## src/rtl/shift_seq_if.sv

```systemverilog
// Bundles the request and result signals of the shift sequencer.
// The master side (control unit) issues requests; the slave side is the sequencer.
interface shift_seq_if #(
   parameter int N  = 32,
   parameter int SW = $clog2(N)
);
   logic          start;
   logic [1:0]    op;
   logic [N-1:0]  operand;
   logic [SW-1:0] shamt;
   logic          busy;
   logic          done;
   logic [N-1:0]  result;

   modport master (
      output start, op, operand, shamt,
      input  busy, done, result
   );

   modport slave (
      input  start, op, operand, shamt,
      output busy, done, result
   );
endinterface

```

## src/rtl/shift_seq.sv

```systemverilog
// Multi-cycle shift sequencer for RV32I SLL/SRL/SRA.
// A shift by shamt is carried out as shamt single-bit steps on a working
// register, so no barrel shifter is needed. busy marks the stepping phase and
// done pulses for one cycle when the result is final.
module shift_seq #(
   parameter int N  = 32,
   parameter int SW = $clog2(N)
) (
   input  logic       clk,
   input  logic       rst,
   shift_seq_if.slave bus
);

   typedef enum logic [1:0] {
      IDLE  = 2'b00,
      SHIFT = 2'b01,
      DONE  = 2'b10
   } state_t;

   localparam logic [1:0] OP_SRL = 2'b01;
   localparam logic [1:0] OP_SRA = 2'b11;

   state_t        state_q, state_d;
   logic [N-1:0]  result_q, result_d;
   logic [SW-1:0] count_q, count_d;
   logic [1:0]    op_q, op_d;

   // State register plus the working register, step counter and latched op.
   always_ff @(posedge clk or posedge rst) begin
      if (rst) begin
         state_q  <= IDLE;
         result_q <= '0;
         count_q  <= '0;
         op_q     <= 2'b00;
      end else begin
         state_q  <= state_d;
         result_q <= result_d;
         count_q  <= count_d;
         op_q     <= op_d;
      end
   end

   // Next state: accept requests in IDLE/DONE, step once per cycle in SHIFT.
   // The reserved op code 2'b10 falls through to the SLL step.
   always_comb begin
      state_d  = state_q;
      result_d = result_q;
      count_d  = count_q;
      op_d     = op_q;
      case (state_q)
         IDLE, DONE: begin
            if (bus.start) begin
               op_d     = bus.op;
               result_d = bus.operand;
               count_d  = bus.shamt;
               state_d  = (bus.shamt != '0) ? SHIFT : DONE;
            end else begin
               state_d = IDLE;
            end
         end
         SHIFT: begin
            case (op_q)
               OP_SRL:  result_d = {1'b0, result_q[N-1:1]};
               OP_SRA:  result_d = {result_q[N-1], result_q[N-1:1]};
               default: result_d = {result_q[N-2:0], 1'b0};
            endcase
            count_d = count_q - SW'(1);
            if (count_q == SW'(1)) begin
               state_d = DONE;
            end
         end
         default: begin
            state_d = IDLE;
         end
      endcase
   end

   assign bus.busy   = (state_q == SHIFT);
   assign bus.done   = (state_q == DONE);
   assign bus.result = result_q;

endmodule

```

## src/flat_wrapper.sv

```systemverilog
// flat-port wrapper written by rule: the top's interface ports become plain ports
module shift_seq_flat 
#(
   parameter int N  = 32,
   parameter int SW = $clog2(N)
)
  (clk, rst, bus_start, bus_op, bus_operand, bus_shamt, bus_busy, bus_done, bus_result);
  shift_seq_if #(.N(N), .SW(SW)) bus_i ();
  input  logic clk;
  input  logic rst;
  input wire logic [$bits(bus_i.start)-1:0] bus_start;
  input wire logic [$bits(bus_i.op)-1:0] bus_op;
  input wire logic [$bits(bus_i.operand)-1:0] bus_operand;
  input wire logic [$bits(bus_i.shamt)-1:0] bus_shamt;
  output wire logic [$bits(bus_i.busy)-1:0] bus_busy;
  output wire logic [$bits(bus_i.done)-1:0] bus_done;
  output wire logic [$bits(bus_i.result)-1:0] bus_result;
  assign bus_i.start = bus_start;
  assign bus_i.op = bus_op;
  assign bus_i.operand = bus_operand;
  assign bus_i.shamt = bus_shamt;
  assign bus_busy = bus_i.busy;
  assign bus_done = bus_i.done;
  assign bus_result = bus_i.result;
  shift_seq #(.N(N), .SW(SW)) u_core (.clk(clk), .rst(rst), .bus(bus_i));
endmodule
```

## config.mk

```make
export PLATFORM = sky130hd
export DESIGN_NAME = shift_seq_flat
export DESIGN_NICKNAME = d
export VERILOG_FILES = /design/src/rtl/shift_seq_if.sv /design/src/rtl/shift_seq.sv /design/src/flat_wrapper.sv
export SDC_FILE = /design/constraint.sdc
export NUM_CORES = 1
export LEC_CHECK = 0
export ABC_AREA = 1
export BUFFER_PORTS_ARGS = -buffer_cell sky130_fd_sc_hd__buf_2
export CORE_MARGIN = 5
export CORE_UTILIZATION = 51
export DETAILED_ROUTE_END_ITERATION = 8
export PLACE_DENSITY = 0.87
export SYNTH_ARGS = -nofsm -noshare
export SYNTH_HDL_FRONTEND = slang
export SYNTH_SLANG_ARGS = --single-unit
export TNS_END_PERCENT = 100
```

## constraint.sdc

```tcl
create_clock -name clk -period 1.3 [get_ports clk]
set_input_delay 0.065 -clock clk [delete_from_list [all_inputs] [get_ports clk]]
set_output_delay 0.065 -clock clk [all_outputs]
set_load 0.01 [all_outputs]
```

### After elaboration in Yosys (flattened, before gate mapping)

Cells that the tools add are included.

| operators by class | value |
|---|---|
| reductions and logical operators | 7 |
| add/subtract/negate cells | 1 |
| mux-type cells | 9 |
| equal/unequal tests | 8 |

Operators with widths:

| kind | count |
|---|---|
| one-hot mux 32 bit (2 select lines) | 2 |
| 2-to-1 mux 32 bit | 1 |
| one-hot mux 5 bit (2 select lines) | 1 |
| 2-to-1 mux 2 bit | 3 |
| == test 5 x 1 -> 1 bit (second input constant) | 1 |
| 2-to-1 mux 5 bit | 1 |
| nonzero test 5 bit | 1 |
| subtractor 5 x 1 -> 5 bit (second input constant) | 1 |
| == test 2 x 1 -> 1 bit (second input constant) | 2 |
| == test 2 bit (second input constant) | 2 |
| != test 2 bit (second input constant) | 2 |
| one-hot mux 2 bit (2 select lines) | 1 |
| AND reduction 2 bit | 2 |
| AND reduction 3 bit | 1 |
| logical NOT 2 bit | 1 |
| != test 2 x 1 -> 1 bit (second input constant) | 1 |
| nonzero test 2 bit | 1 |
| OR reduction 2 bit | 1 |

| word-level totals | value |
|---|---|
| word-level logic and storage cells | 30 |
| register bits after elaboration | 41 |
| output and inout bits | 34 |
| bits of input ports | 42 |

### Depth between registers and ports, before layout

Gate-level depths: netlist of the first run.

| logic depth | value |
|---|---|
| word-level depth | 4 |
| depth in mapped cells | 7 |
| gate-level depth less buffers | 7 |

### Worst setup path before layout of the first run

OpenSTA, ideal clock, no wires.

| path | value |
|---|---|
| path kind | register -> register |
| start | reg u_core.state_q[0] |
| end | reg u_core.result_q[11], in the netlist u_core.bus.result[11] |
| stages on the path, launching flop included | 7 |
| path buffers | 1 |
| arrival | 1000 ps |
| required time | 1223 ps |
| slack | 222 ps |
| clock period less this slack | 1078 ps |
| setup time | 77 ps |
| cells stage by stage | dfrtp_1 > inv_2 > nand2_4 > nand2_2 > buf_4 > nor2_1 > a21oi_1 |

| on the way | value |
|---|---|
| longest elaborated chain between the ends | 4 |
| elaborated cells between the ends (all ways) | 8 |
| those cells by class | eq/ne (3); mux (1); reduce/logical (4) |

RTL lines:

| what | line | source |
|---|---|---|
| start, declared | shift_seq.sv:23 | `state_t state_q, state_d;` |
| start signal, assigned | shift_seq.sv:36 | `state_q <= state_d;` |
| == test 2 bit / logical NOT 2 bit (equally long branches) | shift_seq.sv:50 | `case (state_q)` |
| OR reduction 2 bit | shift_seq.sv:50 |  |
| != test 2 bit (no line) / nonzero test 2 bit (equally long branches) | -- |  |
| AND reduction 2 bit (no line) | -- |  |
| end signal, assigned | shift_seq.sv:37 | `result_q <= result_d;` |
| end, declared | shift_seq.sv:24 | `logic [N-1:0] result_q, result_d;` |

Several ways; a longest one is shown, not always the timed one.
A chain may end at the register's enable or synchronous reset.

### Worst setup path after layout of the first run

| path | value |
|---|---|
| start | reg u_core.state_q[0] |
| end | reg u_core.result_q[24], in the netlist u_core.bus.result[24] |

The elaborated chain is that of the path after synthesis.

==> results of run 1 <==
-- logic make-up (layout without fill, tap and decap cells) --
kind of cell	count (synthesis)	count (layout)
simple gates	141	141
compound gates	98	98
flops	41	41
buf+inv	34	118
fa+ha+maj	2	2
xor+xnor	1	1
-- Yosys cell counts (2+ instances only) --
master                      n
sky130_fd_sc_hd__o21ai_0   60
sky130_fd_sc_hd__dfrtp_1   41
sky130_fd_sc_hd__inv_2      2
sky130_fd_sc_hd__nand2_1   47
sky130_fd_sc_hd__a21oi_1   31
sky130_fd_sc_hd__nand2_4    2
sky130_fd_sc_hd__inv_1     12
sky130_fd_sc_hd__buf_6      3
sky130_fd_sc_hd__o211ai_1   5
sky130_fd_sc_hd__ha_1       2
sky130_fd_sc_hd__buf_4      5
sky130_fd_sc_hd__nand3_1    6
sky130_fd_sc_hd__nor2_1    83
sky130_fd_sc_hd__buf_2     10
-- critical path, cell delays in order (launching register included) --
cell and delay [ns]:
sky130_fd_sc_hd__dfrtp_2 0.47, sky130_fd_sc_hd__inv_4 0.11, sky130_fd_sc_hd__nand2_8 0.09, sky130_fd_sc_hd__buf_4 0.20, sky130_fd_sc_hd__o21ai_0 0.18, sky130_fd_sc_hd__a21oi_1 0.09
-- stage by stage --
stage / area, sq um / hold slack [ns] / std cells / total power [mW]
final: 2975 / 0.01199 / 453 / 8.556
after global routing: 2975 / 0.01115 / 453 / 9.347
after CTS: 2885 / 0.007729 / 449 / 8.170
after detailed placement: 2774 / 0.1413 / 440 / 7.269
after global placement: 2774 / 0.1353 / 440 / 7.098
after floorplan: 2318 / 0.1746 / 317 / 5.792
-- cell type report --
cell class	instances	area [sq um]
well taps	52	65.06
inverters	14	55.05
clock buffers	7	86.33
flip-flops and latches	41	1027
fillers	370	1409
repair buffers	97	600.6
multi-input cells	242	1141
-- worst max path at each step --
stage	endpoint	slack [ns]	depth (start not counted)
5_1_grt	u_core.bus.result[6]	-0.04	6
4_1_cts	bus_busy	0.03	4
3_5_place_dp	u_core.bus.result[0]	-0.008	5
6_report	u_core.bus.result[24]	0.05	5
2_1_floorplan	u_core.bus.result[11]	0.22	6
3_3_place_gp	u_core.bus.result[26]	0.09	6
-- sequential cells by signal, indices dropped and copies added, names as in the netlist --
register	flops
u_core.count_q	5
u_core.state_q	2
u_core.op_q	2
u_core.bus.result	32
-- report_power, final --
| group | total (mW) | switching, mW | internal (mW) |
|---|---|---|---|
| Clock | 0.853 | 0.431 | 0.422 |
| Sequential | 2.65 | 0.674 | 1.98 |
| Combinational | 5.05 | 2.95 | 2.11 |
-- layer usage --
| layer | share of wire [%] | up-vias | track usage [%] |
|---|---|---|---|
| met1 | 41 | 1130 | 28.43 |
| met4 | 2.4 | 0 | 9.278 |
| met5 | 0 | - | 0 |
| met3 | 6.1 | 16 | 4.745 |
| li1 | - | 1205 | - |
| met2 | 50 | 100 | 35.61 |
-- timing repair --
item / in CTS / in global routing
gates cloned: 0 / 1
gates resized for setup: 1 / 13
pin swaps: 0 / 1
hold buffers: 2 / 0
endpoints found under the setup margin: 3 / 25
hold endpoints to repair: 42 / 0
buffers inserted: 0 / 3
==> impl_summary.md, run 1 <==
Synthesis
The distinct cell type count after synthesis is 22. The synthesized design spends more area on one cell type than any other, namely sky130_fd_sc_hd__dfrtp_1. The XOR/XNOR share of the synthesized area is 0.3778%. The compound-cell area share of the yosys netlist is 22.02%. The adder-cell share of the synthesized area is 1.079%. The total nets after synthesis is 361. The Yosys step of the flow raised 0 warnings. The most used flip-flop cell after synthesis is sky130_fd_sc_hd__dfrtp_1. The async set-reset flop share out of synthesis is 100.0%.

The post-synthesis cell area is 2318 sq um. By area, the combinational part of the netlist is dominated by simple AND/OR/NAND/NOR gates. Of the post-synthesis cell area, the dominant cell type holds 44.25%. In this run, synthesis inferred 0 flip-flops with an integrated enable. In the synthesized netlist, mux cells make up 0% of the area.

The fraction of the mapped netlist area in simple logic gates is 24.39%. The number of cells produced by synthesis is 317. The fraction of the yosys area taken by sequential cells is 44.25%. After synthesis, the cell types taking the most area are sky130_fd_sc_hd__dfrtp_1 (44%), sky130_fd_sc_hd__nor2_1 (13%), sky130_fd_sc_hd__o21ai_0 (13%). The post-synthesis average cell area is 7.314 sq um.

Counting flops and latches in the post-synthesis netlist gives 41.

Setup path
The startpoint of the worst-slack reg-to-reg timing path is u_core.state_q[0]. STA puts the critical path data arrival time at 1.43 ns. The worst register-to-register path ends at u_core.bus.result[24].

The capturing element type of the critical path is a flop. The type of the worst setup path is flop to flop. The launching element of the worst setup path is u_core.state_q[0].

The highest net fanout along the worst path is 14. Across all register-to-register paths, the minimum setup slack is 0.05 ns. For the worst setup path, the data required time is 1.48 ns. The worst reg-to-reg path cell count is 5. STA classifies the critical path startpoint as a flop.

Layout
The antenna diode instance count is 0. The number of nets in the layout is 445. Leaving out fill and tap cells, the most frequent cell in the layout is sky130_fd_sc_hd__nor2_1. For this run, the share of the core covered by cells in the final layout is 67.87%. The library cells used most frequently in the layout, excluding fill and tap cells, are sky130_fd_sc_hd__nor2_1 (83), sky130_fd_sc_hd__buf_2 (75), sky130_fd_sc_hd__o21ai_0 (55).

The ratio of cells with drive above 1 in the final layout is 27.18%. The area growth from synthesis to layout is 28.33%.

Timing
The final count of hold timing violations is 0. For the final database, setup skew stands at 0.004564 ns. Setup repair after global routing could not meet its margin everywhere. The post-route minimum period is 1.246 ns. The final number of max-transition violations was 0. The post-route fraction of the period consumed by the critical path is 95.83%. Setup violations remaining at the end of the flow were counted as 0. For this run, the top clock speed supported by timing is 802.7 MHz. The relative slew slack is 82.47%. Setup slack closes at 0.05424 ns.

After routing, the total negative slack on setup checks comes to 0 ns. The worst-margin pin slew is 0.2620 ns.

Floorplanning
76 I/O pins were placed. After floorplanning, the core was sized to cover 4384 sq um. The width of the chip is 77.43 um. The initial core utilization is 52.88%. In this run the vertical extent of the chip is 77.43 um.

The overall die area is 5995 sq um. The floorplan has 24 rows.

Routing
The pre-antenna-repair detailed-routing pass consisted of 5 iterations. After the first detailed-routing iteration, the DRC count stood at 160. Wires add up to 6721 um. After detailed routing, the number of remaining DRC violations is 0. The per-cell via count in the routed design is 5.411. The final routed wire length divided by cell count is 14.84 um. The routed via count is 2451. The antenna violation net count after detailed routing is 0.

Global routing
The residual overflow from global routing is 0. Global routing used 21.97% of the available tracks. The number of antenna violations at the first check in global routing came to 0. The number of global-route vias before repair is 2372. The first global-routing pass estimated 10940 um of wire.

Entering global routing, the biggest net connects 42 pins.

Power and ir drop
The worst supply voltage drop on vdd is 0.001319 V. The power per cell area is 2876 nW/um^2. In this run the static leakage power is 1.474 nW.

Job
The number of maximum-capacitance constraint violations is 0.

Clock network
The latest clock arrival within the worst-skew pair is 0.29 ns. The total clock buffers created by CTS is 5. The tree is rooted in a sky130_fd_sc_hd__clkbuf_8. The sink count of the clock tree is 41. In this run the number of H-tree levels came out at 2. The clock-pin slew reported for the worst setup and hold paths after clock tree synthesis is 0.08 ns. The CTS tree is done. The deepest clock path buffer count is 2.

Placed design
The half-perimeter wire length after placement is 4595 um. The congestion estimate from routability-driven global placement came to 0.8680. Timing analysis after detailed placement gives a worst setup slack of -0.007883 ns. The number of port buffers is 75.

Hold path
The startpoint identified for the worst hold timing path is bus_op[0]. The number of cells on the worst hold path is 3. The worst hold endpoint is u_core.op_q[0]. The tightest min-delay check is of the input port to flop type.

Status
The flow ran to the end, and the final reports show no timing, DRC or antenna violations.
Power figures use the tool's default switching activity.
==> inputs of run 2 (changes only) <==
CORE_UTILIZATION = 45   (was 51)
PLACE_DENSITY = 0.79   (was 0.87)
==> run 2 against run 1 <==
  * Final cell count is 3.3% higher
  * Clock power is 6.3% lower
  * Worst hold slack better by 0.032 ns
  * Wire length decreased by 6.1%
  * Sequential share of layout area rose by 0.49 points
  * Sequential power is essentially flat
  * Largest cell class unchanged
  * Largest power group unchanged
  * Highest routed layer unchanged
==> impl_summary.md, run 2 (synthesis gave the netlist of run 1 again) <==
Global routing
The global-route usage over all layers is 19.19% (-2.8 points). The first-pass GRT wire length came to 10120 um (-7.5%). The number of global-route vias before repair is 2277 (-4.0%). The number of antenna violations at the first check in global routing is 0 (unchanged).

The maximum number of pins on one net before global-route repair is 42 (unchanged). The residual overflow from global routing is 0 (unchanged).

Clock network
The CTS tree is done. The deepest clock path buffer count came to 2 (unchanged). The total clock buffers created by CTS is 5 (unchanged).

The latest clock arrival within the worst-skew pair was 0.29 ns (about the same). The CTS H-tree depth is 2 (unchanged). The sink count of the clock tree is 41 (unchanged).

The cell chosen for the clock root is sky130_fd_sc_hd__clkbuf_8. The clock-pin slew reported for the worst setup and hold paths after clock tree synthesis was 0.08 ns (about the same).

Layout
Leaving out fill and tap cells, the most frequent cell in the layout is sky130_fd_sc_hd__nor2_1. The layout-stage area growth over the synthesis result is 26.39%. In the layout the commonest cells are sky130_fd_sc_hd__nor2_1 (83), sky130_fd_sc_hd__buf_2 (75), sky130_fd_sc_hd__o21ai_0 (60). The flip-flop count of the largest register, all copies and words added is 32 (unchanged). The number of inserted filler cells in the final layout is 480 (+30%). The antenna diode instance count came to 0 (unchanged). The ratio of cells with drive above 1 in the final layout is 26.38% (-0.80 points). The number of nets in the layout came to 441 (-0.90%).

Job
The number of maximum-capacitance constraint violations came to 0 (unchanged).

Power and ir drop
The share of power burned in the clock network came to 9.8% (-0.2 points). The part of the total power dissipated in sequential elements is 32.0% (+1.0 points). The reported net switching power is 3.879 mW (-4.2%). The combinational share of power was 58.2% (-0.9 points).

The power per cell area came to 2794 nW/um^2 (-2.8%). The switching power as a share of total power is 47.37% (about the same). The leakage power figure is 1.454 nW (-1.4%). The worst supply voltage drop on vdd was 0.001203 V (-8.8%). The power consumption came to 8.188 mW (-4.3%).

The cell internal power dissipation is 4.310 mW (-4.3%).

Floorplanning
The overall die height is 81.78 um (+5.6%). The number of top-level design ports is 76 (unchanged). The number of rows in the core area is 26 (+8.3%). The overall die area is 6688 sq um (+12%). The width of the chip is 81.78 um (+5.6%). The core area is 5042 sq um (+15%). The initial core utilization is 45.98% (-6.9 points).

Routing
The initial detailed-routing violation count is 126 (-21%). The final wirelength is 6309 um (-6.1%). The final routed wire length divided by cell count came to 13.48 um (-9.1%). The number of search-and-repair iterations in the first detailed-routing pass was 4 (-1). The routed via count came to 2410 (-1.7%). The per-cell via count in the routed design is 5.150 (-4.8%).

The antenna violation net count after detailed routing came to 0 (unchanged). The remaining routing DRC violations was 0 (unchanged).

Timing
The worst-case clock skew is 0.006953 ns (+0.002389 ns). The relative slew slack is 83.96% (+1.5 points). Setup repair after global routing left no endpoint under its margin. The post-route fraction of the period consumed by the critical path is 95.62% (-0.20 points). The final count of hold timing violations is 0 (unchanged). The final setup TNS came to 0 ns (unchanged). The post-route minimum period is 1.243 ns (-0.002646 ns). The setup-violating endpoint count in the final report is 0 (unchanged). The final number of max-transition violations is 0 (unchanged). The worst-margin pin slew is 0.2397 ns (-0.02224 ns). The maximum clock frequency is 804.4 MHz (+0.21%).

Placed design
The half-perimeter wire length after placement is 4532 um (-1.4%). The placer's final routability congestion estimate was 0.8495 (-2.1%). The number of port buffers is 75 (unchanged).

Setup path
STA classifies the critical path startpoint as a flop. The critical path in this run is classified as flop to output port. Walking the worst path, the cells encountered are nor2_4 -> buf_4 -> buf_2. On the critical path, the stage with the largest delay is an instance of sky130_fd_sc_hd__dfrtp_1. STA classifies the critical path endpoint as an output port. The highest net fanout along the worst path was 6 (-8).

The data required time of the worst path is 1.24 ns (-0.24 ns). The delay of the slowest critical-path stage is 0.42 ns (-0.05 ns). The arrival time at the worst endpoint is 1.18 ns (-0.25 ns).

Status
The flow ran to the end, and the final reports show no timing, DRC or antenna violations.

Hold path
The kind of path behind the tightest hold check is input port to flop.
## run 2: cell count changes in the layout (fill, tap and decap cells not counted), moves of 2 or more
cell,before,now
sky130_fd_sc_hd__o21ai_1,6,1
sky130_fd_sc_hd__clkinv_2,0,2
sky130_fd_sc_hd__inv_2,1,3
sky130_fd_sc_hd__nand2_8,3,0
sky130_fd_sc_hd__buf_4,16,10
sky130_fd_sc_hd__nand2_4,0,2
sky130_fd_sc_hd__o21ai_0,55,60
## run 2: worst paths after layout
check | startpoint | end | slack (ns) | cells past startpoint
worst max-delay path | u_core.state_q[1] | bus_busy | 0.06 | 3
worst min-delay path | bus_shamt[2] | u_core.count_q[2] | 0.04 | 3
worst max register to register | u_core.state_q[0] | u_core.bus.result[16] | 0.10 | 5
worst min register to register | u_core.op_q[1] | u_core.op_q[1] | 0.51 | 2
max in group asynchronous | rst | u_core.bus.result[28] | 0.71 | 4
min in group asynchronous | rst | u_core.bus.result[29] | 0.39 | 4
## run 2: through the flow
stage	hold slack (ns)	area (sq um)	std cells	util, %	worst slack [ns]
floorplan	0.1746	2318	317	-	0.2225
global placement	0.1402	2806	456	55.66	0.1213
detailed placement	0.1508	2806	456	55.66	0.08082
CTS	0.02929	2927	468	58.04	0.04768
global route	0.03066	2930	468	58.11	0.009988
finish	0.04353	2930	468	58.11	0.05688
## run 2: final cells by class
class,instances,area (sq um),share of cell area (%)
Multi-Input combinational cell,242,1110,37.87
Timing Repair Buffer,93,571.8,19.51
Clock inverter,2,10.01,0.3416
Tap cell,70,87.58,2.989
Inverter,14,52.55,1.793
Sequential cell,41,1026,35.01
Clock buffer,6,72.57,2.477
## run 2: per-layer routing
metal  vias up  track usage, %  part of all wire [%]
met4         0           6.312                  0.82
met2        64           32.23                    49
li1       1198               -                     -
met1      1142           24.60                    44
met3         6           3.947                   5.6
met5         -               0                     0
## run 2: power groups by stage
stage | clock [mW] | sequential [mW] | combinational [mW]
finish | 0.799 | 2.62 | 4.77
CTS | 0.823 | 2.60 | 4.77
detailed placement | 0 | 2.63 | 4.72
global placement | 0 | 2.63 | 4.56
global route | 0.853 | 2.71 | 5.42
floorplan | 0 | 2.73 | 3.06
## run 2: critical path, delay by kind of cell (launching register included)
family,cells,cell delay (ns)
buffers and inverters,2,0.30
DFF,1,0.42
and+or+nand+nor,1,0.17
## run 2: timing repair
| action | CTS | global route |
|---|---|---|
| setup buffers | 1 | 0 |
| endpoints found under the hold margin | 43 | 0 |
| hold buffers | 3 | 0 |
| resized for setup | 0 | 2 |
| setup endpoints to repair | 1 | 2 |
